### src/rtl/modulo5_stream_scheduler.sv
// modulo5_stream_scheduler: round-robin front end feeding words MSB-first into a serial mod-5 detector
module modulo5_stream_scheduler #(
    parameter int WIDTH = 16
) (
    input  logic             clock,
    input  logic             reset,
    input  logic [1:0]       req_valid,
    input  logic [WIDTH-1:0] req_data0,
    input  logic [WIDTH-1:0] req_data1,
    output logic [1:0]       req_ready,
    output logic             res_valid,
    input  logic             res_ready,
    output logic [2:0]       res_remainder,
    output logic             res_divisible,
    output logic             res_id,
    output logic             busy
);
    typedef enum logic [1:0] {IDLE, CLEAR, SHIFT, DONE} state_t;
    state_t           state;
    logic             ptr;
    logic [5:0]       cnt;
    logic [WIDTH-1:0] sreg;
    logic             grant;
    logic             det_rst;
    logic             det_en;
    logic [2:0]       det_rem;

    assign grant     = &req_valid ? ptr : req_valid[1];
    assign req_ready = (state == IDLE && !reset && |req_valid) ? (grant ? 2'b10 : 2'b01) : 2'b00;
    assign det_rst   = reset || state == CLEAR;
    assign det_en    = det_rst || state == SHIFT;
    assign res_valid = state == DONE;
    assign res_remainder = res_valid ? det_rem : 3'd0;
    assign res_divisible = res_valid && det_rem == 3'd0;
    assign busy      = state != IDLE;

    ModuloDetector u_det (
        .clock     (clock),
        .reset     (det_rst),
        .en        (det_en),
        .din       (sreg[WIDTH-1]),
        .remainder (det_rem)
    );

    // Accept a word, clear the detector, stream WIDTH bits, then hold the result until taken
    always_ff @(posedge clock or posedge reset) begin
        if (reset) begin
            state  <= IDLE;
            ptr    <= 1'b0;
            cnt    <= '0;
            sreg   <= '0;
            res_id <= 1'b0;
        end else begin
            case (state)
                IDLE: if (|req_valid) begin
                    sreg   <= grant ? req_data1 : req_data0;
                    res_id <= grant;
                    ptr    <= ~grant;
                    state  <= CLEAR;
                end
                CLEAR: begin
                    cnt   <= '0;
                    state <= SHIFT;
                end
                SHIFT: begin
                    sreg <= sreg << 1;
                    cnt  <= cnt + 6'd1;
                    if (cnt == 6'(WIDTH - 1)) state <= DONE;
                end
                DONE: if (res_ready) state <= IDLE;
                default: state <= IDLE;
            endcase
        end
    end
endmodule

// ModuloDetector: serial remainder of an MSB-first bit stream modulo 5
module ModuloDetector (
    input  logic       clock,
    input  logic       reset,
    input  logic       en,
    input  logic       din,
    output logic [2:0] remainder
);
    logic [3:0] doubled;

    assign doubled = {remainder, din};

    // Remainder becomes (2r + bit) mod 5; reset and updates only take effect while enabled
    always_ff @(posedge clock) begin
        if (en) remainder <= reset ? 3'd0 : (doubled >= 4'd5 ? 3'(doubled - 4'd5) : doubled[2:0]);
    end
endmodule
### config.mk
export PLATFORM = sky130hd
export DESIGN_NAME = modulo5_stream_scheduler
export DESIGN_NICKNAME = d
export VERILOG_FILES = /design/src/rtl/modulo5_stream_scheduler.sv
export SDC_FILE = /design/constraint.sdc
export NUM_CORES = 1
export LEC_CHECK = 0
export ABC_AREA = 1
export CORE_UTILIZATION = 53
export DETAILED_ROUTE_END_ITERATION = 16
export PLACE_DENSITY = 0.91
export RECOVER_POWER = 100
export SKIP_CTS_REPAIR_TIMING = 1
export SLEW_MARGIN = 5
export SYNTH_ARGS = -nofsm -noshare
export SYNTH_HDL_FRONTEND = slang
export SYNTH_SLANG_ARGS = --single-unit
### constraint.sdc
create_clock -name clock -period 3.75 [get_ports clock]
set_input_delay 0.75 -clock clock [delete_from_list [all_inputs] [get_ports clock]]
set_output_delay 0.75 -clock clock [all_outputs]
set_load 0.01 [all_outputs]
==> impl_metrics.toml, run 1 <==
[outcome]
status = "finished clean"

[placed_design]
placedCellCount = 348
hpwlAfterDp_um = 2904
portBuffers = 45
place_ws_ps = 400.5
gp_congestion = 0.7982

[yosys]
yosysTopAreaCell = "dfrtp_1"
avgSynthCellArea_um2 = 7.048
synth_ff_type = "dfrtp_1"
synth_most_common_cell = "nand2_1"
synth_common_cells = "nand2_1, nor2_1, nand3_1"
synth_edf_count = 3
syn_inst = 267
synth_area_um2 = 1882
async_flop_share_pct = 89.66
syn_nets = 311
synth_seq_cells = 29
ys_types = 24
yosys_warnings = 0
yosysTopAreaCellShare_pct = 34.57
synth-seq-area-share_pct = 39.36
yosys-top-cells-area = "dfrtp_1, nand2_1, nand3_1, nor2_1, edfxtp_1"

[finish]
syn_to_final_growth_pct = 25.13
antenna_cells = 0
layoutNonFillerInstCount = 356
fin_nets = 353
drive_gt1_share_pct = 6.774

[sta]
tightest_slew_ps = 1064
hold_viol_final = 0
setup_viol = 0
whs_ps = 489.5
finClkSkew_ps = 14.91
fmax_mhz = 291.6
rsz0062_at_grt = "false"
fin_crit_sh_pct = 91.45
fin_crit_ps = 3429
layout_setup_ws_ps = 320.8
tns_ps = 0
max_slew_margin_pct = 28.89
slew_viol_final = 0

[clocking]
cts.sinks = 29
cts.htree.levels = 2
cts_buffers = 5
path_clk_slew_ps = 100
cts_tree = "yes"
worstSkewPairLatency_ps = 340
ctsLongestPathBuffers = 2
cts_root_buf = "clkbuf_4"

[global_routing]
grt_pass1_vias = 1650
use_met3_pct = 5.882
grt_max_degree = 34
antenna_found_initial = 0
grt.total_usage_pct = 24.40
grt_overflow = 0
top_usage_layer = "met2"
use_met2_pct = 42.24
grt_pass1_wl_um = 6693
gr-usage-met1_pct = 28.40

[floorplanning]
start_util_pct = 55.95
die_w_um = 61.59
dieHeight_um = 61.59
ios = 46
num_rows = 21
die_area_um2 = 3793
core-area_um2 = 3363

[worst_setup_path]
cp.required_ps = 3000
cp.arrival_ps = 2680
rr_endpoint = "sreg[15]$_DFFE_PP0P_"
reg2reg_depth = 8
cp-start-kind = "input port"
r2r_slack_ps = 950
critPathKind = "in -> out"
end_kind = "primary output"
reg2reg_from = "state[0]$_DFFE_PP0P_"
path_max_fanout = 5
crit_path_start = "req_valid[1]"

[worst_hold_path]
hold_path_depth = 2
min_path_type = "reg -> reg"
holdPathEnd = "sreg[10]$_DFFE_PP0P_"
min_from = "sreg[10]$_DFFE_PP0P_"

[drt]
routed_wirelength_um = 3987
drc = 0
wl_per_cell_um = 11.20
via_count = 1769
firstDrtPassIters = 4
drt-initial-drc-count = 76
final_antenna_net_count = 0
vias_per_cell = 4.969

[power]
vdd_drop_max_mv = 0.3549
p_leak_nw = 1.229
powerDensity_nw_per_um2 = 719.7

[job]
cap_violations = 0
layout by cell type, fill, tap and decap left out:
cell	instances
nor2_1	42
inv_1	22
buf_4	1
clkinv_2	1
dfrtp_1	26
nor2_2	7
nand2_4	1
dlygate4sd3_1	11
clkdlybuf4s50_1	34
nand2_8	1
edfxtp_1	3
nor3_1	2
a21oi_1	5
a21boi_0	1
clkbuf_4	5
clkbuf_8	2
ha_1	7
nand3_1	37
nand2_2	2
nand4_1	1
nand2_1	93
o21ai_0	4
nor4_1	1
inv_2	1
power breakdown:
part	internal, mW	switching (mW)	leakage, nW	total, mW
clock network	0.109	0.118	0.0413	0.227
logic	0.346	0.569	0.829	0.915
registers	0.466	0.0879	0.358	0.554
how the worst max path moves through the flow:
| stage | depth (start not counted) | end |
|---|---|---|
| after floorplan | 4 | req_ready[1] |
| after CTS | 6 | req_ready[0] |
| after global routing | 4 | req_ready[0] |
| after detailed placement | 6 | req_ready[0] |
| after global placement | 6 | req_ready[0] |
| final | 4 | req_ready[0] |
layout make-up:
class	count	area, µm²
inverters	23	86.33
multi-input cells	204	942.2
clock buffers	7	65.06
repair buffers	46	457.9
clock inverters	1	5.005
fillers	318	1008
well taps	46	57.56
flip-flops and latches	29	740.7
metrics by stage:
stage / util (%) / total power, mW / instance area, µm²
global route: 70.01 / 1.861 / 2355
floorplan: - / 1.312 / 1882
global placement: 68.38 / 1.447 / 2300
detailed placement: 68.38 / 1.488 / 2300
CTS: 70.46 / 1.718 / 2370
finish: 70.01 / 1.695 / 2355
worst max-delay path: stages:
cell and delay, ps:
dlygate4sd3_1 710, o21ai_0 260, nor3_1 300, dlygate4sd3_1 650
kinds of logic (layout without fill, tap and decap cells):
group | Yosys count | count (layout) | synth area share, %
flops | 29 | 29 | 39.36
compound gates | 10 | 10 | 2.792
fa+ha+maj | 7 | 7 | 4.654
buf+inv | 34 | 77 | 9.774
simple gates | 187 | 187 | 43.42
layer usage:
layer	wire length (µm)	vias up
met5	0	-
met4	84	0
met3	161	7
met2	1938	48
met1	1803	802
li1	-	912
flip-flops by register name, indices dropped and copies added (netlist names):
register and count:
ptr 1, res_id 1, state 2, u_det.remainder 3, sreg 16, cnt 6
(Power assumes the default switching activity.)
==> run 2, diff against run 1 <==
--- a/config.mk
+++ b/config.mk
@@ -6,9 +6,10 @@
 export NUM_CORES = 1
 export LEC_CHECK = 0
 export ABC_AREA = 1
-export CORE_UTILIZATION = 53
+export CORE_ASPECT_RATIO = 1.25
+export CORE_UTILIZATION = 49
 export DETAILED_ROUTE_END_ITERATION = 16
-export PLACE_DENSITY = 0.91
+export PLACE_DENSITY = 0.85
 export RECOVER_POWER = 100
 export SKIP_CTS_REPAIR_TIMING = 1
 export SLEW_MARGIN = 5
==> constraint.sdc (replaced) <==
create_clock -name clock -period 3.6 [get_ports clock]
set_input_delay 0.72 -clock clock [delete_from_list [all_inputs] [get_ports clock]]
set_output_delay 0.72 -clock clock [all_outputs]
set_load 0.01 [all_outputs]
==> run 2 against run 1 <==
Sequential cell count is the same. Setup slack gained 11 ps. Largest cell class unchanged. Critical path type unchanged. The flow now finishes with violations (design-rule violations). Utilization shrank 3.8 points.
==> impl_metrics.toml, run 2 (synthesis gave the netlist of run 1 again) <==
[placed_design]
portBuffers = 45
placed_area_um2 = 2291
place_ws_ps = 404.0
hpwlAfterDp_um = 2836
gp_congestion = 0.7971
placedCellCount = 341

[finish]
reg_top3 = "sreg (16), cnt (6), u_det.remainder (3)"
drive_gt1_share_pct = 5.806
final_cell_mix = "nand2_1, nor2_1, nand3_1"
top_register = "sreg"
antenna_cells = 0
fin_nets = 353
largest_reg_flops = 16
syn_to_final_growth_pct = 25.80
layoutNonFillerInstCount = 349
finalInstanceArea_um2 = 2367
mostFrequentLayoutCell = "nand2_1"

[drt]
vias_per_cell = 5.009
drc = 2
final_antenna_net_count = 0
drt-initial-drc-count = 63
via_count = 1748
routed_wirelength_um = 3916
firstDrtPassIters = 10
wl_per_cell_um = 11.22

[power]
power_mw = 1.805
p_clk_share_pct = 15.3
powerDensity_nw_per_um2 = 762.7
switching_power_uw = 803.9
p_int_mw = 1.002
vdd_drop_max_mv = 0.3182
seqPwrFrac_pct = 32.2
pwr-share-comb_pct = 52.5
p_sw_share_pct = 44.53
p_leak_nw = 1.227

[worst_setup_path]
crit_path_start = "req_valid[0]"
reg2reg_depth = 8
end_kind = "primary output"
reg2reg_from = "state[0]$_DFFE_PP0P_"
rr_endpoint = "sreg[1]$_DFFE_PP0P_"
path_max_fanout = 18
cp.required_ps = 2880
r2r_slack_ps = 760
crit_path_end = "req_ready[0]"
cp-start-kind = "input port"
critPathKind = "in -> out"
cp.arrival_ps = 2550

[sta]
max_slew_margin_pct = 30.83
tns_ps = 0
slew_viol_final = 0
tightest_slew_ps = 1035
layout_setup_ws_ps = 331.5
fmax_mhz = 306.0
fin_crit_ps = 3269
finClkSkew_ps = 5.311
hold_viol_final = 0
setup_viol = 0
fin_crit_sh_pct = 90.79
rsz0062_at_grt = "false"

[global_routing]
grt_pass1_wl_um = 6955
grt.total_usage_pct = 21.93
antenna_found_initial = 0
grt_overflow = 0
grt_max_degree = 34
grt_pass1_vias = 1683

[floorplanning]
die_w_um = 57.43
num_rows = 24
die_area_um2 = 4094
ios = 46
dieHeight_um = 71.29
start_util_pct = 52.66
core-area_um2 = 3573

[clocking]
cts_buffers = 5
ctsLongestPathBuffers = 2
worstSkewPairLatency_ps = 280
cts_root_buf = "clkbuf_8"
cts.sinks = 29
cts.htree.levels = 2
cts_tree = "yes"
path_clk_slew_ps = 60

[job]
cap_violations = 0

[worst_hold_path]
min_path_type = "reg -> reg"
hold_path_depth = 2

[outcome]
violations = "design-rule violations"
status = "complete, but fails checks"
[run 2: power by group through the flow]
stage,combinational (mW),sequential [mW],clock [mW]
after floorplan,0.803,0.564,0
after global placement,0.932,0.581,0
after detailed placement,0.961,0.584,0
after CTS,0.967,0.581,0.284
after global routing,1.09,0.602,0.305
final,0.947,0.582,0.276
[run 2: through the flow]
stage | hold slack [ps] | util (%)
floorplan | 449.5 | -
global placement | 463.9 | 64.11
detailed placement | 466.2 | 64.11
CTS | 482.5 | 66.63
global route | 499.8 | 66.25
finish | 480.4 | 66.25
[run 2: worst max-delay path: stages]
cell and delay [ps]:
dlygate4sd3_1 680, nand2_4 190, nand2_8 160, inv_2 60
nor3_1 160, clkdlybuf4s50_1 570
[run 2: worst min path at each step]
stage	to	start	slack (ps)
after global routing	sreg[14]$_DFFE_PP0P_	sreg[14]$_DFFE_PP0P_	500
after detailed placement	sreg[12]$_DFFE_PP0P_	sreg[12]$_DFFE_PP0P_	470
final	sreg[12]$_DFFE_PP0P_	sreg[12]$_DFFE_PP0P_	480
after CTS	sreg[12]$_DFFE_PP0P_	sreg[12]$_DFFE_PP0P_	480
after floorplan	sreg[10]$_DFFE_PP0P_	sreg[10]$_DFFE_PP0P_	450
after global placement	sreg[4]$_DFFE_PP0P_	sreg[4]$_DFFE_PP0P_	460
[run 2: cell type report]
| cell class | count | area, µm² |
|---|---|---|
| fill | 297 | 1206 |
| multi-input combinational | 204 | 947.2 |
| sequential | 29 | 740.7 |
| timing repair buffer | 46 | 454.2 |
| clock buffer | 8 | 90.09 |
| inverter | 23 | 86.33 |
| tap | 39 | 48.80 |
[run 2: routing by layer]
layer  track usage (%)  vias up  part of all wire, %  wire length [µm]
met1             25.35      786                   45              1745
met4             8.672        0                  1.7                65
met3             5.415        7                  3.8               150
li1                  -      915                    -                 -
met2             38.50       40                   50              1955
met5                 0        -                    0                 0
